### src/rtl/fetch_if.sv
// Fetch-stage bus bundle: imem request/response, IF/ID handshake toward decode, redirect from branch resolution.
interface fetch_if;
    logic        imem_req_valid;
    logic        imem_req_ready;
    logic [31:0] imem_addr;
    logic        imem_resp_valid;
    logic [31:0] imem_rdata;
    logic        id_valid;
    logic        id_ready;
    logic [31:0] id_instr;
    logic [31:0] id_pc_plus4;
    logic        redirect_valid;
    logic [31:0] redirect_target;

    modport master (
        output imem_req_valid, imem_addr, id_valid, id_instr, id_pc_plus4,
        input  imem_req_ready, imem_resp_valid, imem_rdata, id_ready,
               redirect_valid, redirect_target
    );

    modport slave (
        input  imem_req_valid, imem_addr, id_valid, id_instr, id_pc_plus4,
        output imem_req_ready, imem_resp_valid, imem_rdata, id_ready,
               redirect_valid, redirect_target
    );
endinterface

### src/rtl/fetch_stage.sv
// Instruction fetch: PC, single-outstanding imem request FSM, one-entry skid buffer, IF/ID register.
// Optional perf counters enabled by defining FETCH_PERF_CNT_EN.
module fetch_stage #(
    parameter logic [31:0] RESET_PC = 32'h0000_0000
) (
    input  logic        clk,
    input  logic        rst_n,
`ifdef FETCH_PERF_CNT_EN
    output logic [31:0] perf_stall_cycles,
    output logic [31:0] perf_flush_count,
`endif
    fetch_if.master     bus
);
    typedef enum logic [1:0] {IDLE, REQ, WAIT} state_t;

    state_t      state;
    logic [31:0] pc;
    logic        drop;
    logic        skid_valid;
    logic [31:0] skid_instr;
    logic [31:0] skid_pc4;
    logic        id_valid_q;
    logic [31:0] id_instr_q;
    logic [31:0] id_pc4_q;

    logic        req_fire;
    logic        resp_in;
    logic        resp_live;
    logic        consume;
    logic [31:0] redir_pc;
    logic        unused_tgt_bits;

    assign req_fire  = (state == REQ) & ~skid_valid & bus.imem_req_ready;
    assign resp_in   = (state == WAIT) & bus.imem_resp_valid;
    assign resp_live = resp_in & ~drop & ~bus.redirect_valid;
    assign consume   = id_valid_q & bus.id_ready;
    assign redir_pc  = {bus.redirect_target[31:2], 2'b00};
    assign unused_tgt_bits = ^bus.redirect_target[1:0];

    assign bus.imem_req_valid = (state == REQ) & ~skid_valid;
    assign bus.imem_addr      = pc;
    assign bus.id_valid       = id_valid_q;
    assign bus.id_instr       = id_instr_q;
    assign bus.id_pc_plus4    = id_pc4_q;

    always_ff @(posedge clk or negedge rst_n) begin
        if (!rst_n) begin
            state      <= IDLE;
            pc         <= RESET_PC;
            drop       <= 1'b0;
            skid_valid <= 1'b0;
            skid_instr <= '0;
            skid_pc4   <= '0;
            id_valid_q <= 1'b0;
            id_instr_q <= '0;
            id_pc4_q   <= '0;
        end else if (bus.redirect_valid) begin
            pc         <= redir_pc;
            id_valid_q <= 1'b0;
            skid_valid <= 1'b0;
            case (state)
                IDLE: state <= REQ;
                REQ: if (req_fire) begin
                    state <= WAIT;
                    drop  <= 1'b1;
                end
                // A response landing with the redirect is the outstanding one: nothing left to drop.
                WAIT: if (bus.imem_resp_valid) begin
                    state <= REQ;
                    drop  <= 1'b0;
                end else begin
                    drop  <= 1'b1;
                end
                default: state <= IDLE;
            endcase
        end else begin
            case (state)
                IDLE: state <= REQ;
                REQ: if (req_fire) begin
                    state <= WAIT;
                    pc    <= pc + 32'd4;
                end
                WAIT: if (bus.imem_resp_valid) begin
                    state <= REQ;
                    drop  <= 1'b0;
                end
                default: state <= IDLE;
            endcase

            // pc already points past the outstanding request, so it equals request address + 4.
            if (resp_live) begin
                if (!id_valid_q || consume) begin
                    id_valid_q <= 1'b1;
                    id_instr_q <= bus.imem_rdata;
                    id_pc4_q   <= pc;
                end else begin
                    skid_valid <= 1'b1;
                    skid_instr <= bus.imem_rdata;
                    skid_pc4   <= pc;
                end
            end else if (consume) begin
                if (skid_valid) begin
                    id_instr_q <= skid_instr;
                    id_pc4_q   <= skid_pc4;
                    skid_valid <= 1'b0;
                end else begin
                    id_valid_q <= 1'b0;
                end
            end
        end
    end

`ifdef FETCH_PERF_CNT_EN
    logic [31:0] flush_inc;
    assign flush_inc = {31'b0, bus.redirect_valid & id_valid_q}
                     + {31'b0, bus.redirect_valid & skid_valid}
                     + {31'b0, resp_in & (drop | bus.redirect_valid)};

    always_ff @(posedge clk or negedge rst_n) begin
        if (!rst_n) begin
            perf_stall_cycles <= '0;
            perf_flush_count  <= '0;
        end else begin
            if (id_valid_q & ~bus.id_ready)
                perf_stall_cycles <= perf_stall_cycles + 32'd1;
            perf_flush_count <= perf_flush_count + flush_inc;
        end
    end
`endif
endmodule

### src/flat_wrapper.sv
// flat-port wrapper written by rule: the top's interface ports become plain ports
module fetch_stage_flat 
#(
    parameter logic [31:0] RESET_PC = 32'h0000_0000
)
  (clk, rst_n, bus_imem_req_valid, bus_imem_addr, bus_id_valid, bus_id_instr, bus_id_pc_plus4, bus_imem_req_ready, bus_imem_resp_valid, bus_imem_rdata, bus_id_ready, bus_redirect_valid, bus_redirect_target);
  fetch_if bus_i ();
  input  logic clk;
  input  logic rst_n;
  output wire logic [$bits(bus_i.imem_req_valid)-1:0] bus_imem_req_valid;
  output wire logic [$bits(bus_i.imem_addr)-1:0] bus_imem_addr;
  output wire logic [$bits(bus_i.id_valid)-1:0] bus_id_valid;
  output wire logic [$bits(bus_i.id_instr)-1:0] bus_id_instr;
  output wire logic [$bits(bus_i.id_pc_plus4)-1:0] bus_id_pc_plus4;
  input wire logic [$bits(bus_i.imem_req_ready)-1:0] bus_imem_req_ready;
  input wire logic [$bits(bus_i.imem_resp_valid)-1:0] bus_imem_resp_valid;
  input wire logic [$bits(bus_i.imem_rdata)-1:0] bus_imem_rdata;
  input wire logic [$bits(bus_i.id_ready)-1:0] bus_id_ready;
  input wire logic [$bits(bus_i.redirect_valid)-1:0] bus_redirect_valid;
  input wire logic [$bits(bus_i.redirect_target)-1:0] bus_redirect_target;
  assign bus_imem_req_valid = bus_i.imem_req_valid;
  assign bus_imem_addr = bus_i.imem_addr;
  assign bus_id_valid = bus_i.id_valid;
  assign bus_id_instr = bus_i.id_instr;
  assign bus_id_pc_plus4 = bus_i.id_pc_plus4;
  assign bus_i.imem_req_ready = bus_imem_req_ready;
  assign bus_i.imem_resp_valid = bus_imem_resp_valid;
  assign bus_i.imem_rdata = bus_imem_rdata;
  assign bus_i.id_ready = bus_id_ready;
  assign bus_i.redirect_valid = bus_redirect_valid;
  assign bus_i.redirect_target = bus_redirect_target;
  fetch_stage #(.RESET_PC(RESET_PC)) u_core (.clk(clk), .rst_n(rst_n), .bus(bus_i));
endmodule
### config.mk
export PLATFORM = sky130hd
export DESIGN_NAME = fetch_stage_flat
export DESIGN_NICKNAME = d
export VERILOG_FILES = /design/src/rtl/fetch_if.sv /design/src/rtl/fetch_stage.sv /design/src/flat_wrapper.sv
export SDC_FILE = /design/constraint.sdc
export NUM_CORES = 1
export LEC_CHECK = 0
export CAP_MARGIN = 10
export CORE_MARGIN = 1
export CORE_UTILIZATION = 45
export CTS_CLUSTER_DIAMETER = 30
export DETAILED_ROUTE_END_ITERATION = 7
export HOLD_SLACK_MARGIN = 0.06
export PLACE_DENSITY_LB_ADDON = 0.25
export SYNTH_ARGS = -nofsm -noshare
export SYNTH_HDL_FRONTEND = slang
export SYNTH_SLANG_ARGS = --single-unit
### constraint.sdc
create_clock -name clk -period 2.1 [get_ports clk]
set_input_delay 0.21 -clock clk [delete_from_list [all_inputs] [get_ports clk]]
set_output_delay 0.21 -clock clk [all_outputs]
set_load 0.02 [all_outputs]
==> results of run 1 <==
[flip-flops by register name, summed over array words and instances (netlist names)]
name / count
u_core.bus.id_valid: 1
u_core.bus.id_instr: 32
u_core.bus.imem_addr: 30
u_core.skid_valid: 1
u_core.skid_pc4: 30
u_core.skid_instr: 32
u_core.bus.id_pc_plus4: 30
u_core.state: 2
u_core.drop: 1
[area by class of cell]
cell class              instances  area (um^2)  share of cell area (%)
clock buffers                  23          478                    4.56
clock inverters                 9          178                    1.70
inverters                       9         33.8                   0.322
multi-input cells             439         3180                    30.3
flip-flops and latches        159         3980                    38.0
well taps                     216          270                    2.58
repair buffers                221         2360                    22.5
[metrics by stage]
stage | cells | power (mW)
CTS | 1066 | 11.4
global route | 1076 | 11.9
global placement | 1030 | 7.78
finish | 1076 | 11.4
detailed placement | 1030 | 7.91
floorplan | 651 | 5.92
[repair_timing]
item,CTS,global route
resized for setup,7,22
setup buffers,1,2
hold buffers,1,0
pin swaps,4,11
setup endpoints to repair,83,128
hold endpoints to repair,49,0
gates cloned,2,8
[Yosys cell counts, drive strengths merged, types with 3 or more instances]
cell type and number:
and4 3, clkbuf 26, nand3 11, mux2 63
o21ai 16, nand4 7, nand2 36, ha 5
nor3 4, and3 5, buf 18, xnor2 10
dfrtp 159, o31ai 10, a21oi 66, mux2i 64
nor2 78, nor4 5, a31oi 13, inv 9
or4 12
[path summary, 6_finish.rpt]
path                       slack, ns  depth (start not counted)                     from                          to
max                             0.06                          8          u_core.state[1]    u_core.bus.imem_addr[22]
min                             0.32                          2                    rst_n     u_core.bus.id_instr[15]
max reg2reg                     0.06                          8          u_core.state[1]    u_core.bus.imem_addr[22]
min reg2reg                     0.50                          1      u_core.skid_pc4[19]         u_core.skid_pc4[19]
max in group asynchronous       1.12                          3                    rst_n  u_core.bus.id_pc_plus4[22]
min in group clk                0.35                          3  bus_redirect_target[28]    u_core.bus.imem_addr[28]
[worst max-delay path, cell delays in order (launching register included)]
cell       delay (ns)
dfrtp_1          0.40
inv_2            0.08
ha_4             0.17
nand4b_4         0.10
or3_4            0.40
buf_4            0.15
clkbuf_16        0.15
o31ai_2          0.34
a31oi_4          0.12
[report_power, final]
group	leakage, nW	switching, mW	internal, mW
clock network	0.322	1.21	2.21
registers	2.04	0.425	3.74
logic	2.10	1.94	1.85
total	4.46	3.57	7.80
[routing by layer]
| metal | GRT usage [%] | part of all wire [%] | vias to the layer above |
|---|---|---|---|
| li1 | - | - | 2707 |
| met1 | 29.7 | 44 | 2913 |
| met2 | 38.8 | 49 | 191 |
| met3 | 4.49 | 5.7 | 22 |
| met4 | 8.51 | 1.4 | 0 |
| met5 | 0 | 0 | - |
[logic make-up after synthesis]
logic type,synth area share (%)
and+or+nand+nor,12.2
buffers and inverters,3.11
xor gates and xnor gates,1.33
other,0.0517
muxes,18.6
AOI/OAI and AO/OA,8.96
DFF,54.9
adders and majority gates,0.863
==> impl_metrics.csv, run 1 <==
group,metric,value,unit
outcome,outcome,"complete, no violations",
sta,setup_total_negative_slack,0,ns
layout,layout.cells.most_common,"clkdlybuf4s50_1",
sta,fmaxAchievable,0.489,GHz
sta,skew,0.00791,ns
power,leakage,4.46,nW
hold_path,hold_path.class,"primary input to asynchronous set/reset pin",
placement,final_gp_congestion,0.798,
sta,finalHoldViolCount,0,
layout,post-route-cell-area,0.0105,mm^2
worst_setup_path,critPathCaptureType,"flop",
clock_network,cts_htree_levels,4,
sta,relative_slew_margins,55.5,%
grt,first_global_vias,5788,
layout,fillCellCount,1215,
placement,place_area,0.00943,mm^2
drt,antenna_left,0,
grt,grt_start_max_net_pins,55,
layout,area_growth_from_synthesis_to_layout,44.5,%
yosys,netlist.area_leader.share,54.9,%
drt,detail_route.wirelength,19900,um
sta,hold_ws,0.316,ns
layout,final_core_utilization,66.2,%
grt,final_global_route_overflow_total,0,
grt,grt_first_pass_wirelength,29400,um
drt,routed_via_density,5.42,
yosys,postSynthAreaPerCell,11.2,um^2
floorplan,floorplan.initialDensity,45.8,%
floorplan,die_y,129,um
floorplan,count_of_boundary_i_o_pins,168,
sta,setup_viol,0,
sta,finalCritPeriodShare,97.3,%
yosys,number_of_synthesized_register_bits,159,
drt,wire_per_inst,18.5,um
placement,preCtsSetupSlack,-0.199,ns
yosys,synthFlopType,"dfrtp_1",
drt,drc_errors,0,
drt,routed-via-count,5833,
placement,buffer_ports.inserted,161,
worst_setup_path,crit_path_start_kind,"flop",
clock_network,cts_buffers,17,
clock_network,cts_tree,"done",
grt,overall_global_routing_resource_usage,23.1,%
sta,worstMarginPinSlew,0.667,ns
drt,drt_first_pass_iters,6,
power,worst_ir_drop_vdd,0.000607,V
yosys,synth_seq_area_share,54.9,%
yosys,yosys.cell_types.count,46,
yosys,syn-cell-area,0.00725,mm^2
yosys,yosys_warnings,0,
worst_setup_path,worst-path-max-fanout,7,
sta,period_needed,2.04,ns
clock_network,clock_insertion_delay_worst_skew,0.42,ns
worst_setup_path,worst-endpoint-required,2.39,ns
floorplan,core_area,0.0158,mm^2
placement,dp.final_hpwl,12100,um
layout,antenna-diode-count,0,
sta,final.setup.worst_slack,0.0568,ns
worst_setup_path,crit_type,"flop to flop",
floorplan,placementRows,46,
layout,drive_gt1_share,20.3,%
floorplan,die-width,129,um
power,power_density,1090,mW/mm^2
job,timing.max_cap.violations,0,
clock_network,tritoncts_num_sinks,159,
clock_network,clock_path_buffers,2,
drt,drt-initial-drc-count,362,
clock_network,clkSlewWorstSetupHoldPaths,0.06,ns
grt,initial_antenna_violation_count,0,
layout,nNetsFinal,922,
yosys,synth_enable_flop_cells,0,
floorplan,floorplan.die_area,0.0166,mm^2
layout,final_cell_mix,"159 x clkdlybuf4s50_1, 157 x dfrtp_1, 78 x nor2_1",
clock_network,clk_root_buffer_cell,"clkbuf_16",
yosys,synth_area_leader_cell,"dfrtp_1",
yosys,synth-async-reset-ratio,100,%
worst_setup_path,worstPathArrival,2.33,ns
sta,maxSlewViolCount,0,
yosys,synthTopCellsByArea,"dfrtp_1 55%, mux2_2 9.8%, mux2i_1 8.8%",
yosys,syn_inst,648,
No activity file was read; power rests on OpenSTA's default activity.
==> inputs of run 2 (changes only) <==
Settings changed: REMOVE_ABC_BUFFERS set to 1, SLEW_MARGIN set to 20.
==> run 2 against run 1 <==
Flip-flop and latch count unchanged. First-iteration DRC count increased by 16%. Clock skew increased by 0.0017 ns. Utilization increased by 0.26 points. Critical path type unchanged.
==> impl_metrics.csv, run 2 (synthesis results as in run 1) <==
group,metric,value,unit
outcome,outcome,"complete, no violations",
layout,multiInputGateArea,0.00316,mm^2
hold_path,hold_path.class,"primary input to asynchronous set/reset pin",
sta,worstMarginPinSlew,0.632,ns
layout,drive_gt1_share,20.8,%
sta,period_needed,2.06,ns
drt,drc_errors,0,
drt,routed-wl-met2,10300,um
drt,routed-wl-met3,1290,um
sta,finalHoldViolCount,0,
layout,area_growth_from_synthesis_to_layout,45.1,%
grt,grt_first_pass_wirelength,30100,um
sta,finalCritPeriodShare,97.9,%
floorplan,core_area,0.0158,mm^2
floorplan,placementRows,46,
floorplan,floorplan.initialDensity,45.8,%
grt,overall_global_routing_resource_usage,23.4,%
drt,antenna_left,0,
sta,hold_ws,0.323,ns
clock_network,cts_htree_levels,4,
floorplan,die-width,129,um
placement,final_gp_congestion,0.784,
clock_network,tritoncts_num_sinks,159,
layout,antenna-diode-count,0,
clock_network,clk_root_buffer_cell,"clkbuf_16",
placement,dp.final_hpwl,12500,um
power,worst_ir_drop_vdd,0.000667,V
worst_setup_path,worstPathArrival,2.36,ns
worst_setup_path,worst-endpoint-required,2.40,ns
floorplan,floorplan.die_area,0.0166,mm^2
clock_network,clock_insertion_delay_worst_skew,0.42,ns
layout,sequential_cell_area,0.00398,mm^2
layout,fillCellCount,1207,
worst_setup_path,critPathCaptureType,"flop",
grt,grt_start_max_net_pins,59,
worst_setup_path,crit_type,"flop to flop",
floorplan,count_of_boundary_i_o_pins,168,
sta,fmaxAchievable,0.487,GHz
layout,post-route-cell-area,0.0105,mm^2
drt,wire_per_inst,19.2,um
grt,first_global_vias,5968,
worst_setup_path,timing.critical_path.from,"u_core.state[0]",
drt,drt-met1-wl,9070,um
drt,routed-via-count,5881,
placement,buffer_ports.inserted,161,
clock_network,cts_buffers,17,
drt,top_layer_used,"met4",
worst_setup_path,rr_startpoint,"u_core.state[0]",
power,leakage,4.46,nW
layout,final_core_utilization,66.5,%
worst_setup_path,worst-path-max-fanout,12,
sta,maxSlewViolCount,0,
clock_network,clock_path_buffers,2,
worst_setup_path,crit_path_start_kind,"flop",
layout,nNetsFinal,928,
sta,setup_total_negative_slack,0,ns
job,timing.max_cap.violations,0,
clock_network,cts_tree,"done",
drt,drt-initial-drc-count,419,
grt,initial_antenna_violation_count,0,
placement,place_area,0.00941,mm^2
grt,final_global_route_overflow_total,0,
drt,drt_first_pass_iters,7,
sta,skew,0.00958,ns
worst_setup_path,r2r_slack,0.04,ns
sta,setup_viol,0,
drt,detail_route.wirelength,20800,um
clock_network,clkSlewWorstSetupHoldPaths,0.07,ns
drt,routed_via_density,5.44,
floorplan,die_y,129,um
sta,relative_slew_margins,57.8,%
layout,final_cell_mix,"159 x clkdlybuf4s50_1, 159 x dfrtp_1, 78 x nor2_1",
power,power_density,1070,mW/mm^2
run 2: critical path: stages, from the launching register on:
cell	delay, ns
dfrtp_1	0.43
buf_6	0.14
inv_2	0.06
ha_4	0.16
nand2_2	0.08
nor3_4	0.22
buf_6	0.18
nand2_8	0.11
buf_6	0.25
mux2_2	0.29
run 2: area by class of cell:
| class | instances | share of cell area, % |
|---|---|---|
| clock inverters | 12 | 1.50 |
| multi-input cells | 440 | 30.0 |
| repair buffers | 226 | 23.4 |
| inverters | 9 | 0.321 |
| flip-flops and latches | 159 | 37.8 |
| well taps | 216 | 2.57 |
| clock buffers | 20 | 4.44 |
run 2: layer usage:
layer,global-route usage (%),vias up
met1,29.9,2963
li1,-,2730
met4,6.99,0
met2,39.5,173
met5,0,-
met3,5.45,15
run 2: stage by stage:
stage | power (mW) | cells | worst slack (ns)
4_1_cts | 11.2 | 1067 | -0.0137
2_1_floorplan | 5.93 | 607 | -9.18
3_3_place_gp | 7.74 | 1032 | -0.161
6_report | 11.2 | 1082 | 0.0450
3_5_place_dp | 7.87 | 1032 | -0.219
5_1_grt | 11.8 | 1082 | -0.00128
run 2: final timing paths:
check,end,cells after the start
min,u_core.bus.id_instr[10],2
max reg2reg,u_core.skid_instr[30],9
min reg2reg,u_core.skid_instr[29],1
max,u_core.skid_instr[30],9
max in group asynchronous,u_core.bus.id_pc_plus4[20],3
min in group clk,u_core.bus.imem_addr[20],3
run 2: power by group:
group          leakage [nW]  total [mW]  internal, mW  switching, mW
Sequential             2.04        4.16          3.73          0.424
Clock                 0.299        3.25          1.97           1.28
Combinational          2.12        3.81          1.87           1.94
Total                  4.46        11.2          7.58           3.64
run 2: timing repair:
action / 4_1_cts / 5_1_grt
setup buffers: 1 / 3
cloned: 1 / 13
hold buffers: 1 / 0
setup endpoints to repair: 23 / 134
gates resized for setup: 7 / 25
hold endpoints to repair: 50 / 0
pin swaps: 3 / 5
==> inputs of run 3 (changes only) <==
Settings changed: CORE_UTILIZATION 45 to 55, DONT_BUFFER_PORTS set to 1, TNS_END_PERCENT set to 5.
==> run 3 against run 2 <==
The flow now finishes with violations (negative hold slack, negative setup slack). Die area decreased by 18%. Combinational power down 55%. Clock power grew 2%. Critical path type unchanged. Highest routed layer unchanged. Critical path depth unchanged. Non-clock buffer count is 93 lower. Flip-flop and latch count stayed put. Clock skew about the same. Sequential power grew 20%. Final area decreased by 11%. Total power fell by 11%. First-iteration DRC count grew 18%.
==> impl_metrics.csv, run 3 (synthesis results as in run 1) <==
group,metric,value,unit
outcome,outcome,"finished, violations left",
outcome,violations,"negative hold slack, negative setup slack",
floorplan,core_area,0.0127,mm^2
hold_path,hold_path.class,"primary input to asynchronous set/reset pin",
floorplan,die_y,117,um
placement,dp.final_hpwl,10700,um
floorplan,floorplan.die_area,0.0136,mm^2
worst_setup_path,critPathBufInv,4,
clock_network,cts_htree_levels,4,
worst_setup_path,critPathCaptureType,"flop",
layout,instances_no_fill,943,
layout,antenna-diode-count,0,
sta,relative_slew_margins,65.3,%
clock_network,tritoncts_num_sinks,159,
worst_setup_path,max_stage_delay,0.42,ns
worst_setup_path,worst-endpoint-required,2.38,ns
clock_network,cts_hold_repair.buffers,67,
floorplan,die-width,117,um
sta,setup_viol,1,
layout,nNetsFinal,834,
placement,buffer_ports.inserted,0,
sta,finalCritPeriodShare,101,%
layout,final_cell_mix,"159 x dfrtp_1, 78 x nor2_1, 66 x a21oi_1, 66 x dlygate4sd3_1, 63 x mux2_2",
layout,final_core_utilization,73.8,%
drt,drt_first_pass_iters,5,
clock_network,clock_path_buffers,2,
drt,drt-initial-drc-count,493,
sta,finalHoldViolCount,159,
worst_setup_path,crit_family,"buffers and inverters",
clock_network,cts_buffers,17,
grt,final_global_route_overflow_total,0,
job,timing.max_cap.violations,0,
clock_network,clkSlewWorstSetupHoldPaths,0.06,ns
sta,setup_total_negative_slack,-0.0196,ns
sta,fmaxAchievable,0.472,GHz
drt,routed-via-count,5591,
worst_setup_path,crit_path_start_kind,"flop",
sta,rsz0062_at_grt,"true",
drt,wire_per_inst,20.2,um
worst_setup_path,timing.critical_path.from,"u_core.state[0]",
grt,grt_first_pass_wirelength,26800,um
layout,fillCellCount,866,
clock_network,cts_tree,"done",
floorplan,count_of_boundary_i_o_pins,168,
grt,first_global_vias,5413,
drt,routed_via_density,5.93,
sta,hold_ws,-0.515,ns
power,worst_ir_drop_vdd,0.000588,V
layout,layout.cells.most_common,"dfrtp_1",
sta,maxSlewViolCount,0,
floorplan,placementRows,41,
power,leakage,4.09,nW
layout,drive_gt1_share,23.5,%
worst_setup_path,worstPathArrival,2.40,ns
worst_setup_path,path_cells,"buf_4, inv_2, ha_4, nand2_2, nor3_4, buf_8, buf_12, mux2i_2, a21oi_1",
grt,overall_global_routing_resource_usage,25.7,%
sta,skew,0.00928,ns
sta,period_needed,2.12,ns
placement,place.detailed.instances,829,
worst_setup_path,crit_type,"flop to flop",
clock_network,clk_root_buffer_cell,"clkbuf_16",
drt,antenna_left,0,
placement,final_gp_congestion,0.844,
floorplan,floorplan.initialDensity,57.0,%
worst_setup_path,worst-path-max-fanout,7,
grt,initial_antenna_violation_count,0,
drt,drc_errors,0,
power,power_density,1070,mW/mm^2
worst_setup_path,cpMaxStageDelayCell,"dfrtp_1",
grt,grt_start_max_net_pins,160,
clock_network,clock_insertion_delay_worst_skew,0.42,ns
sta,final.setup.worst_slack,-0.0196,ns
sta,worstMarginPinSlew,0.515,ns
drt,detail_route.wirelength,19100,um
worst_setup_path,rr_startpoint,"u_core.state[0]",
layout,area_growth_from_synthesis_to_layout,29.5,%
-- run 3: changes by cell type in the layout (fill, tap and decap cells not counted), sizes merged --
cell,change
clkdlybuf4s50,-159
dlygate4sd3,+65
buf,+5
clkbuf,-3
bufinv,+2
inv,-2
clkinvlp,-1
dlygate4sd2,-1
or4,-1
-- run 3: metrics by stage --
stage / total power [mW] / instance area (um^2) / setup WS, ns
after floorplan: 5.93 / 7070 / -9.18
after global placement: 6.30 / 7740 / -0.0295
after detailed placement: 6.44 / 7740 / -0.0981
after CTS: 9.89 / 9070 / -0.0801
after global routing: 10.5 / 9390 / -0.0434
final: 10.0 / 9390 / -0.0196
-- run 3: final cells by class --
type / count / area [um^2] / share of cell area [%]
Clock buffer: 20 / 447 / 4.76
Clock inverter: 11 / 189 / 2.01
Inverter: 9 / 33.8 / 0.360
Multi-Input combinational cell: 439 / 3160 / 33.7
Sequential cell: 159 / 3980 / 42.4
Tap cell: 172 / 215 / 2.29
Timing Repair Buffer: 133 / 1370 / 14.5
-- run 3: final timing paths --
check	slack (ns)	to	cells past startpoint
min in group clk	0.08	u_core.bus.imem_addr[11]	2
max reg2reg	-0.02	u_core.bus.id_instr[5]	9
min	-0.51	u_core.bus.id_instr[2]	0
min reg2reg	0.50	u_core.skid_pc4[19]	1
max	-0.02	u_core.bus.id_instr[5]	9
max in group asynchronous	2.43	u_core.drop	0
-- run 3: where the power goes --
| group | total (mW) | switching (mW) | internal (mW) |
|---|---|---|---|
| clock network | 3.33 | 1.20 | 2.13 |
| registers | 4.98 | 1.25 | 3.73 |
| logic | 1.71 | 0.926 | 0.788 |
-- run 3: repair_timing --
action,4_1_cts,5_1_grt
buffers inserted,0,9
setup endpoints to repair,11,69
endpoints found under the hold margin,255,159
pin swaps,1,9
gates resized for setup,2,26
gates cloned,0,7
-- run 3: metal layers --
metal,global-route usage (%),wire length (um)
met1,32.4,8170
met2,43.0,9380
met3,7.00,1240
met4,8.86,278
met5,0,0
-- run 3: worst reg2reg max path, cell delays in order, from the launching register on --
cell	delay, ns
dfrtp_1	0.42
buf_4	0.17
inv_2	0.08
ha_4	0.17
nand2_2	0.08
nor3_4	0.32
buf_8	0.22
buf_12	0.15
mux2i_2	0.26
a21oi_1	0.12
